**config.mk**
```make
export PLATFORM = sky130hd
export DESIGN_NAME = pipelined_control_unit
export DESIGN_NICKNAME = d
export VERILOG_FILES = /design/src/rtl/pipelined_control_unit.sv
export SDC_FILE = /design/constraint.sdc
export NUM_CORES = 1
export LEC_CHECK = 0
export CAP_MARGIN = 20
export CORE_UTILIZATION = 30
export CTS_CLUSTER_SIZE = 8
export DETAILED_ROUTE_END_ITERATION = 8
export HOLD_SLACK_MARGIN = 0.12
export PLACE_DENSITY = 0.65
export SKIP_LAST_GASP = 1
export SYNTH_ARGS = -nofsm -noshare
export SYNTH_HDL_FRONTEND = slang
export SYNTH_SLANG_ARGS = --single-unit
export TNS_END_PERCENT = 100
```
**constraint.sdc**
```tcl
create_clock -name CLK -period 2.14 [get_ports CLK]
set_clock_uncertainty 0.2 [all_clocks]
set_input_delay 0.428 -clock CLK [delete_from_list [all_inputs] [get_ports CLK]]
set_output_delay 0.428 -clock CLK [all_outputs]
set_load 0.05 [all_outputs]
```
**src/rtl/pipelined_control_unit.sv**
```systemverilog
// pipelined_control_unit: ARM-subset control path decoding in D and carrying conditional control through E/M/W.
// Holds NZCV and gates every state-changing bit of the E-stage instruction with its condition result.
module pipelined_control_unit #(
    parameter int ALUCTRL_W    = 2,
    parameter bit EARLY_BRANCH = 1
) (
    input  logic                 CLK,
    input  logic                 RESETn,
    input  logic [31:0]          InstrD,
    input  logic                 FlushE,
    input  logic [3:0]           ALUFlagsE,
    output logic [1:0]           ImmSrcD,
    output logic [1:0]           RegSrcD,
    output logic                 ALUSrcE,
    output logic [ALUCTRL_W-1:0] ALUControlE,
    output logic                 BranchTakenE,
    output logic                 MemWriteM,
    output logic                 RegWriteM,
    output logic                 MemtoRegE,
    output logic                 RegWriteW,
    output logic                 MemtoRegW,
    output logic                 PCSrcW,
    output logic [3:0]           FlagsQ
);
    localparam bit EXT = ALUCTRL_W >= 3;

    logic [1:0] w_op;
    logic [3:0] w_cmd;
    logic       w_s;
    logic [2:0] w_dp_alu;
    logic       w_dp_valid, w_dp_logic, w_dp_cmp;
    logic       w_regw_d, w_memw_d, w_memtoreg_d, w_alusrc_d, w_branch_d, w_pcs_d;
    logic [2:0] w_alu_d;
    logic [1:0] w_flagw_d;
    logic       w_n, w_z, w_c, w_v, w_condex;
    logic       w_unused;

    logic                 r_regw_e, r_memw_e, r_memtoreg_e, r_alusrc_e, r_branch_e, r_pcs_e;
    logic [ALUCTRL_W-1:0] r_alu_e;
    logic [1:0]           r_flagw_e;
    logic [3:0]           r_cond_e;
    logic                 r_regw_m, r_memw_m, r_memtoreg_m, r_pcs_m;
    logic                 r_regw_w, r_memtoreg_w, r_pcs_w;
    logic [3:0]           r_flags;

    assign w_op     = InstrD[27:26];
    assign w_cmd    = InstrD[24:21];
    assign w_s      = InstrD[20];
    assign w_unused = ^{InstrD[19:16], InstrD[11:0]};

    // Extended commands only exist when the ALU bus is wide enough to name them.
    always_comb begin
        w_dp_alu   = 3'd0;
        w_dp_valid = 1'b0;
        w_dp_logic = 1'b0;
        w_dp_cmp   = 1'b0;
        case (w_cmd)
            4'b0100: w_dp_valid = 1'b1;
            4'b0010: begin w_dp_alu = 3'd1; w_dp_valid = 1'b1; end
            4'b0000: begin w_dp_alu = 3'd2; w_dp_valid = 1'b1; w_dp_logic = 1'b1; end
            4'b1100: begin w_dp_alu = 3'd3; w_dp_valid = 1'b1; w_dp_logic = 1'b1; end
            4'b0001: if (EXT) begin w_dp_alu = 3'd4; w_dp_valid = 1'b1; w_dp_logic = 1'b1; end
            4'b1101: if (EXT) begin w_dp_alu = 3'd5; w_dp_valid = 1'b1; w_dp_logic = 1'b1; end
            4'b1010: if (EXT) begin w_dp_alu = 3'd1; w_dp_valid = 1'b1; w_dp_cmp = 1'b1; end
            default: ;
        endcase
    end

    always_comb begin
        ImmSrcD      = 2'b00;
        RegSrcD      = 2'b00;
        w_regw_d     = 1'b0;
        w_memw_d     = 1'b0;
        w_memtoreg_d = 1'b0;
        w_alusrc_d   = 1'b0;
        w_alu_d      = 3'd0;
        w_flagw_d    = 2'b00;
        w_branch_d   = 1'b0;
        case (w_op)
            2'b00: begin
                w_alusrc_d = InstrD[25];
                w_alu_d    = w_dp_alu;
                w_regw_d   = w_dp_valid & ~w_dp_cmp;
                w_flagw_d  = w_dp_cmp ? 2'b11 : (w_dp_valid & w_s) ? (w_dp_logic ? 2'b10 : 2'b11) : 2'b00;
            end
            2'b01: begin
                ImmSrcD      = 2'b01;
                w_alusrc_d   = 1'b1;
                w_regw_d     = w_s;
                w_memtoreg_d = w_s;
                w_memw_d     = ~w_s;
                RegSrcD      = w_s ? 2'b00 : 2'b10;
            end
            2'b10: begin
                ImmSrcD    = 2'b10;
                RegSrcD    = 2'b01;
                w_alusrc_d = 1'b1;
                w_branch_d = 1'b1;
            end
            default: ;
        endcase
    end

    assign w_pcs_d = ((InstrD[15:12] == 4'hF) & w_regw_d) | (w_branch_d & ~EARLY_BRANCH);

    assign {w_n, w_z, w_c, w_v} = r_flags;

    always_comb begin
        w_condex = 1'b0;
        case (r_cond_e)
            4'b0000: w_condex = w_z;
            4'b0001: w_condex = ~w_z;
            4'b0010: w_condex = w_c;
            4'b0011: w_condex = ~w_c;
            4'b0100: w_condex = w_n;
            4'b0101: w_condex = ~w_n;
            4'b0110: w_condex = w_v;
            4'b0111: w_condex = ~w_v;
            4'b1000: w_condex = w_c & ~w_z;
            4'b1001: w_condex = ~w_c | w_z;
            4'b1010: w_condex = w_n == w_v;
            4'b1011: w_condex = w_n != w_v;
            4'b1100: w_condex = ~w_z & (w_n == w_v);
            4'b1101: w_condex = w_z | (w_n != w_v);
            4'b1110: w_condex = 1'b1;
            default: w_condex = 1'b0;
        endcase
    end

    always_ff @(posedge CLK or negedge RESETn) begin
        if (!RESETn) begin
            {r_regw_e, r_memw_e, r_memtoreg_e, r_alusrc_e, r_branch_e, r_pcs_e} <= '0;
            r_alu_e      <= '0;
            r_flagw_e    <= '0;
            r_cond_e     <= '0;
            {r_regw_m, r_memw_m, r_memtoreg_m, r_pcs_m} <= '0;
            {r_regw_w, r_memtoreg_w, r_pcs_w} <= '0;
            r_flags      <= '0;
        end else begin
            if (FlushE) begin
                {r_regw_e, r_memw_e, r_memtoreg_e, r_alusrc_e, r_branch_e, r_pcs_e} <= '0;
                r_alu_e   <= '0;
                r_flagw_e <= '0;
                r_cond_e  <= '0;
            end else begin
                {r_regw_e, r_memw_e, r_memtoreg_e, r_alusrc_e, r_branch_e, r_pcs_e} <=
                    {w_regw_d, w_memw_d, w_memtoreg_d, w_alusrc_d, w_branch_d, w_pcs_d};
                r_alu_e   <= ALUCTRL_W'(w_alu_d);
                r_flagw_e <= w_flagw_d;
                r_cond_e  <= InstrD[31:28];
            end
            if (r_flagw_e[1] & w_condex) r_flags[3:2] <= ALUFlagsE[3:2];
            if (r_flagw_e[0] & w_condex) r_flags[1:0] <= ALUFlagsE[1:0];
            r_regw_m     <= r_regw_e & w_condex;
            r_memw_m     <= r_memw_e & w_condex;
            r_memtoreg_m <= r_memtoreg_e;
            r_pcs_m      <= r_pcs_e & w_condex;
            r_regw_w     <= r_regw_m;
            r_memtoreg_w <= r_memtoreg_m;
            r_pcs_w      <= r_pcs_m;
        end
    end

    assign ALUSrcE      = r_alusrc_e;
    assign ALUControlE  = r_alu_e;
    assign MemtoRegE    = r_memtoreg_e;
    assign BranchTakenE = r_branch_e & w_condex & EARLY_BRANCH;
    assign MemWriteM    = r_memw_m;
    assign RegWriteM    = r_regw_m;
    assign RegWriteW    = r_regw_w;
    assign MemtoRegW    = r_memtoreg_w;
    assign PCSrcW       = r_pcs_w;
    assign FlagsQ       = r_flags;
endmodule

```
### After elaboration in Yosys (flattened, before gate mapping)

Index checks and enable logic that the tools add are counted.

| operators by class | value |
|---|---|
| equality and inequality tests | 22 |
| bitwise gates (word level) | 17 |
| reductions and logical operators | 6 |
| muxes and demuxes | 25 |

Operator list:

| kind | number |
|---|---|
| 4-bit equality test, second input constant | 9 |
| 4-bit by 3-bit equality test with 1-bit output, second input constant | 5 |
| 1-bit one-hot mux with 15 select lines | 1 |
| 4-bit by 2-bit equality test with 1-bit output, second input constant | 3 |
| 1-bit two-way mux | 12 |
| 2-bit two-way mux | 6 |
| 1-bit AND | 10 |
| 4-bit zero test | 2 |
| 2-bit one-hot mux with 2 select lines | 2 |
| 2-bit one-hot mux with 3 select lines | 1 |
| 1-bit inverter | 5 |
| 4-bit by 1-bit equality test with 1-bit output, second input constant | 1 |
| 4-bit two-way mux | 1 |
| 1-bit one-hot mux with 2 select lines | 2 |
| 2-bit OR reduction | 2 |
| 4-bit OR reduction | 1 |
| 2-bit by 1-bit equality test with 1-bit output, second input constant | 1 |
| 2-bit equality test, second input constant | 1 |
| 2-bit zero test | 1 |
| 1-bit bitwise OR | 2 |
| 1-bit equality test | 1 |
| 1-bit != test | 1 |

| word-level totals | value |
|---|---|
| register bits after elaboration | 25 |

### Depth between registers and ports, before layout

Gate-level depths: netlist (run 1).

| depth | value |
|---|---|
| depth in word-level cells | 7 |
| depth in mapped cells | 6 |
| depth with buffers taken out | 6 |

### Worst setup path after synthesis (run 1)

No wires, ideal clock.

| timing path | value |
|---|---|
| kind | reg2out |
| start point | reg r_flags[1], in the netlist FlagsQ[1] |
| end point | out BranchTakenE |
| data arrival time | 2109 ps |
| path slack | -597 ps |
| cell stages (with the launch flop) | 6 |
| path buffers | 0 |
| path through | dfrtp_1 -> and3b_1 -> a211oi_1 -> o32ai_1 -> nor3_1 -> nor2b_1 |

| on the way | value |
|---|---|
| longest elaborated chain between the ends | 4 |
| elaborated cells on any way between the ends | 5 |
| those cells by class | 1 x mux; 4 x bitwise |

Ends and longest elaborated chain:

| what | line | source |
|---|---|---|
| start: declaration | 44 | `logic [3:0] r_flags;` |
| start signal: assignment | 153 | `if (r_flagw_e[0] & w_condex) r_flags[1:0] <= ALUFlagsE[1:0];` |
| 1-bit inverter | 114, 120 |  |
| 1-bit bitwise OR | 120 | `4'b1001: w_condex = ~w_c \| w_z;` |
| 1-bit one-hot mux with 15 select lines * | 110 | `case (r_cond_e)` |
| 1-bit AND * | 167 | `assign BranchTakenE = r_branch_e & w_condex & EARLY_BRANCH;` |
| end: declaration | 16 | `output logic BranchTakenE,` |

Mark *: on every way between the ends. The rest lies on a longest branch, timed or not.

### Worst setup path in the final report (run 1)

| timing path | value |
|---|---|
| start point | reg r_cond_e[2] |
| end point | out BranchTakenE |

| on the way | value |
|---|---|
| longest elaborated chain between the ends | 3 |
| elaborated cells on any way between the ends | 17 |
| those cells by class | 14 x eq/ne; 1 x mux; 1 x bitwise; 1 x reduce/logical |

Ends and longest elaborated chain:

| what | line | source |
|---|---|---|
| start: declaration | 41 | `logic [3:0] r_cond_e;` |
| start signal: assignment | 150 | `r_cond_e <= InstrD[31:28];` |
| 4-bit equality test (tied with other cells) | 110 |  |
| 1-bit one-hot mux with 15 select lines * | 110 |  |
| 1-bit AND * | 167 |  |

Marked as above.

==> results of run 1 <==
-- flip-flops by register name (all words and copies together), names as in the netlist --
register      cells
r_cond_e          4
ALUControlE       2
r_memtoreg_m      1
MemWriteM         1
RegWriteM         1
ALUSrcE           1
PCSrcW            1
r_regw_e          1
FlagsQ            4
r_memw_e          1
RegWriteW         1
MemtoRegE         1
r_flagw_e         2
r_branch_e        1
r_pcs_m           1
r_pcs_e           1
MemtoRegW         1
-- layer usage --
layer / up-vias / part of all wire [%] / GRT usage (%)
li1: 457 / - / -
met1: 446 / 38 / 13.6
met2: 28 / 56 / 25.7
met3: 5 / 5.0 / 2.50
met4: 0 / 1.2 / 4.26
met5: - / 0 / 0
-- worst paths after layout --
kind                            slack (ns)          from  depth (start not counted)              to
worst max-delay path                 -0.34   r_cond_e[2]                          6    BranchTakenE
worst min-delay path                  0.15  r_memtoreg_m                          0       MemtoRegW
worst max register to register       -0.11     FlagsQ[3]                          7       FlagsQ[0]
worst min register to register        0.15  r_memtoreg_m                          0       MemtoRegW
max in group asynchronous             1.17        RESETn                          2       FlagsQ[3]
min in group asynchronous             0.31        RESETn                          2  ALUControlE[1]
-- kinds of logic after synthesis --
| family | count (synthesis) | share of synthesized area (%) |
|---|---|---|
| buffers and inverters | 4 | 1.97 |
| AO/OA/AOI/OAI | 14 | 9.62 |
| flip-flops | 25 | 54.6 |
| multiplexers | 6 | 5.79 |
| adder cells (fa/ha/maj) | 5 | 5.46 |
| AND/OR/NAND/NOR | 38 | 20.2 |
| XOR/XNOR | 3 | 2.30 |
-- power by group --
group	internal, mW	switching (mW)	leakage, nW	total (mW)
sequential	0.503	0.0337	0.327	0.537
clock	0.132	0.143	0.0217	0.275
combinational	0.191	0.200	0.508	0.391
-- cell type report --
class,count,area (um^2),share of cell area [%]
clock buffers,3,41.3,2.14
clock inverters,1,7.51,0.390
inverters,2,7.51,0.390
multi-input cells,66,568,29.5
flip-flops and latches,25,632,32.8
well taps,48,60.1,3.12
repair buffers,62,609,31.6
-- per-stage QoR --
step	setup slack, ns	hold WS, ns
floorplan	-0.0487	-0.0676
finish	-0.337	0.153
detailed placement	-0.143	0.135
global route	-0.413	0.159
global placement	-0.0941	0.135
CTS	-0.373	0.155
-- cells in the mapped netlist (all sizes together) --
cell    instances  area, um^2
dfrtp          25         626
nor2b          13        81.3
ha              5        62.6
mux2            5        56.3
nor2            4        15.0
nor3            3        15.0
a211oi          2        15.0
a21oi           2        10.0
and2            2        12.5
and3b           2        17.5
buf             2        15.0
inv             2        7.51
nand2           2        7.51
nand2b          2        12.5
nand3           2        10.0
nand3b          2        15.0
o31ai           2        15.0
or3b            2        17.5
xor2            2        17.5
a21boi          1        7.51
a22oi           1        7.51
a31oi           1        6.26
a41oi           1        16.3
mux2i           1        10.0
nand4           1        6.26
nor3b           1        7.51
o21ai           1        5.00
o31a            1        8.76
o32a            1        10.0
o32ai           1        8.76
or2             1        6.26
or2b            1        7.51
xnor2           1        8.76
-- what timing repair did --
action / CTS / global route
hold buffers: 0 / 0
endpoints found under the setup margin: 8 / 7
resized for setup: 9 / 4
pin swaps: 4 / 1
buffers inserted: 3 / 0
==> results.py, run 1 <==
metrics = {
    "outcome": {
        "status": "finished, violations left",
        "violations": "negative setup slack",
    },
    "place": {
        "gp_congestion": 0.694,
        "postPlaceCellArea_um2": 1800,
        "io_buffers": 40,
        "place_inst": 200,
        "hpwl_um": 1930,
    },
    "floorplan": {
        "core_area_um2": 3660,
        "start_util_pct": 31.3,
        "fp.dieH_um": 63.8,
        "ios": 57,
        "rows": 22,
        "die_w_um": 63.8,
        "dieArea_um2": 4070,
    },
    "grt": {
        "grt_max_degree": 26,
        "gr-total-overflow": 0,
        "grtUsageTotal_pct": 13.1,
        "grt_pass1_vias": 1004,
        "grt_pass1_wl_um": 4150,
        "antenna_found_initial": 0,
    },
    "routing": {
        "routed_wirelength_um": 2440,
        "ant_nets": 0,
        "drt-pass1-iter-count": 4,
        "drtIter0Drc": 10,
        "drc_errors": 0,
        "viasPerCell": 4.52,
        "wl_per_cell_um": 11.8,
        "via_count": 936,
    },
    "timing": {
        "finalHoldViolCount": 0,
        "setup_viol": 5,
        "period_share_pct": 116,
        "slew_headroom_pct": 66.3,
        "tns_ns": -0.594,
        "finalCriticalPeriod_ns": 2.48,
        "finalMaxSlewViolations": 0,
        "fmax_mhz": 404,
        "fin_ws_ns": -0.337,
        "tightest_slew_ns": 0.504,
        "rsz0062_at_grt": "yes",
    },
    "clock_network": {
        "clockBufferDepth": 2,
        "path_clk_slew_ns": 0.08,
        "cts_buffers": 3,
        "cts_htree_levels": 1,
        "cts_sinks": 25,
        "cts_tree": "done",
        "insertion_delay_ns": 0.26,
        "cts-root-buf": "clkbuf_8",
    },
    "power_and_ir_drop": {
        "pwr_density_cell_nw_per_um2": 625,
        "total_power_mw": 1.20,
        "cellLeakagePower_nw": 0.857,
        "worst_ir_drop_vdd_mv": 0.233,
    },
    "worst_setup_path": {
        "max_stage_delay_ns": 0.43,
        "endpoint_kind": "primary output",
        "slowest_stage": "dfrtp_1",
        "cp_max_fo": 4,
        "worstPathRequired_ns": 1.51,
        "critPathBufInv": 1,
        "crit_path_start_kind": "flip-flop",
        "path_cells": "and2_4 -> o32a_1 -> a41oi_4 -> nor3_4 -> nor2b_4 -> buf_12",
        "cp.arrival_ns": 1.85,
        "critPathTopFamily": "compound AO/OA/AOI/OAI gates",
        "path_class": "reg2out",
    },
    "finish": {
        "fin_nets": 204,
        "fill_cells": 324,
        "final_common_cell": "clkdlybuf4s50_1",
        "final_cell_mix": "29 x clkdlybuf4s50_1, 26 x buf_4, 20 x dfrtp_1",
        "postLayoutCellArea_um2": 1930,
        "drive_gt1_share_pct": 37.7,
        "fin_cells": 207,
        "fin_util_pct": 52.6,
        "diodes": 0,
        "syn2layout_area_growth_pct": 68.2,
    },
    "yosys": {
        "ys_seq_area_share_pct": 54.6,
        "avgSynthCellArea_um2": 12.1,
        "synth_area_um2": 1140,
        "yosys_warnings": 0,
        "ys_ff_latch": 25,
        "synthDistinctLibCells": 34,
        "syn_inst": 95,
        "syn_nets": 139,
    },
    "job": {
        "maxCapViolations": 0,
    },
    "min_path": {
        "hold_class": "reg2reg",
    },
}
No activity file was read; power rests on OpenSTA's default activity.
==> run 2: changes to the inputs <==
--- a/config.mk
+++ b/config.mk
@@ -5,13 +5,16 @@
 export SDC_FILE = /design/constraint.sdc
 export NUM_CORES = 1
 export LEC_CHECK = 0
+export ABC_CLOCK_PERIOD_IN_PS = 2140
 export CAP_MARGIN = 20
 export CORE_UTILIZATION = 30
+export CTS_CLUSTER_DIAMETER = 150
 export CTS_CLUSTER_SIZE = 8
 export DETAILED_ROUTE_END_ITERATION = 8
 export HOLD_SLACK_MARGIN = 0.12
 export PLACE_DENSITY = 0.65
 export SKIP_LAST_GASP = 1
+export SLEW_MARGIN = 15
 export SYNTH_ARGS = -nofsm -noshare
 export SYNTH_HDL_FRONTEND = slang
 export SYNTH_SLANG_ARGS = --single-unit
==> results of run 2 <==
No change in the layout: final DEF, timing and power equal those of run 1.
==> run 3: changes to the inputs <==
--- a/config.mk
+++ b/config.mk
@@ -13,6 +13,7 @@
 export DETAILED_ROUTE_END_ITERATION = 8
 export HOLD_SLACK_MARGIN = 0.12
 export PLACE_DENSITY = 0.65
+export SKIP_CTS_REPAIR_TIMING = 1
 export SKIP_LAST_GASP = 1
 export SLEW_MARGIN = 15
 export SYNTH_ARGS = -nofsm -noshare
==> results.py, run 3 (synthesis results as in run 1) <==
metrics = {
    "outcome": {
        "status": "finished, violations left",
        "violations": "negative setup slack",
    },
    "finish": {
        "postLayoutCellArea_um2": 1920,
        "diodes": 0,
        "fill_cells": 321,
        "drive_gt1_share_pct": 38.6,
        "final_common_cell": "clkdlybuf4s50_1",
        "regArea_um2": 632,
        "final_cell_mix": "29 x clkdlybuf4s50_1, 25 x buf_4, 20 x dfrtp_1",
        "syn2layout_area_growth_pct": 68.0,
        "fin_nets": 203,
        "multi_input_area_um2": 573,
    },
    "timing": {
        "hold_slack_ns": 0.153,
        "period_share_pct": 118,
        "finalHoldViolCount": 0,
        "fmax_mhz": 397,
        "finalCriticalPeriod_ns": 2.52,
        "slew_headroom_pct": 66.3,
        "rsz0062_at_grt": "yes",
        "setup_viol": 5,
        "finalMaxSlewViolations": 0,
        "tightest_slew_ns": 0.504,
        "fin_ws_ns": -0.379,
    },
    "worst_setup_path": {
        "cp_max_fo": 4,
        "cp.arrival_ns": 1.89,
        "crit_path_start_kind": "flip-flop",
        "worstPathRequired_ns": 1.51,
        "path_class": "reg2out",
        "endpoint_kind": "primary output",
        "rrSetupSlack_ns": -0.23,
    },
    "routing": {
        "ant_nets": 0,
        "drc_errors": 0,
        "viasPerCell": 4.60,
        "wl_per_cell_um": 11.9,
        "routed_wirelength_um": 2460,
        "drtIter0Drc": 5,
        "via_count": 947,
        "drt-pass1-iter-count": 4,
    },
    "place": {
        "io_buffers": 40,
        "hpwl_um": 1930,
        "gp_congestion": 0.694,
        "postPlaceCellArea_um2": 1800,
    },
    "min_path": {
        "hold_class": "reg2reg",
    },
    "clock_network": {
        "path_clk_slew_ns": 0.08,
        "cts_sinks": 25,
        "insertion_delay_ns": 0.26,
        "clockBufferDepth": 2,
        "cts_tree": "done",
        "cts_buffers": 3,
        "cts-root-buf": "clkbuf_8",
        "cts_htree_levels": 1,
    },
    "grt": {
        "grt_pass1_vias": 968,
        "use_met2_pct": 23.5,
        "use_met1_pct": 12.4,
        "grt_pass1_wl_um": 3890,
        "gr-total-overflow": 0,
        "grtUsageTotal_pct": 12.2,
        "gr-usage-met3_pct": 2.86,
        "grt_max_degree": 26,
        "grt_busiest_layer": "met2",
        "antenna_found_initial": 0,
    },
    "power_and_ir_drop": {
        "worst_ir_drop_vdd_mv": 0.233,
        "pwr_density_cell_nw_per_um2": 625,
        "total_power_mw": 1.20,
        "cellLeakagePower_nw": 0.849,
    },
    "floorplan": {
        "die_w_um": 63.8,
        "core_area_um2": 3660,
        "dieArea_um2": 4070,
        "start_util_pct": 31.3,
        "rows": 22,
        "ios": 57,
        "fp.dieH_um": 63.8,
    },
    "job": {
        "maxCapViolations": 0,
    },
}
==> run 3: layout make-up <==
type	count	share of cell area, %
Multi-Input combinational cell	66	29.8
Inverter	2	0.390
Sequential cell	25	32.9
Clock inverter	1	0.390
Clock buffer	3	2.15
Tap cell	48	3.12
Timing Repair Buffer	61	31.3
==> run 3: per-stage QoR <==
step / setup slack, ns / setup TNS [ns] / instances / utilization, %
2_1_floorplan: -0.0487 / -0.0539 / 95 / -
6_report: -0.379 / -1.11 / 206 / 52.5
5_1_grt: -0.451 / -1.44 / 206 / 52.5
3_5_place_dp: -0.143 / -0.732 / 200 / 49.3
3_3_place_gp: -0.0941 / -0.421 / 200 / 49.3
4_1_cts: -0.429 / -0.991 / 204 / 50.6
==> run 3: worst paths after layout <==
path                         startpoint             end  depth (start not counted)
max                         r_cond_e[2]    BranchTakenE                          6
min                        r_memtoreg_m       MemtoRegW                          0
max reg2reg                 r_cond_e[0]       FlagsQ[0]                          9
min reg2reg                r_memtoreg_m       MemtoRegW                          0
max in group asynchronous        RESETn       FlagsQ[3]                          2
min in group asynchronous        RESETn  ALUControlE[1]                          2
==> run 3: layer usage <==
metal	vias up	share of wire, %
met3	5	5.0
li1	454	-
met1	462	37
met5	-	0
met2	26	57
met4	0	1.2
==> run 3: where the power goes <==
group          internal [mW]  switching [mW]  total [mW]
registers              0.503          0.0339       0.537
clock network          0.132           0.142       0.274
logic                  0.191           0.201       0.391
==> run 3: worst max-delay path, stage by stage (launching register included) <==
cell and delay [ns]:
dfrtp_1 0.43, and2_4 0.17, or3b_4 0.38, a41oi_4 0.26, nor3_4 0.10, nor2b_4 0.14, buf_12 0.14
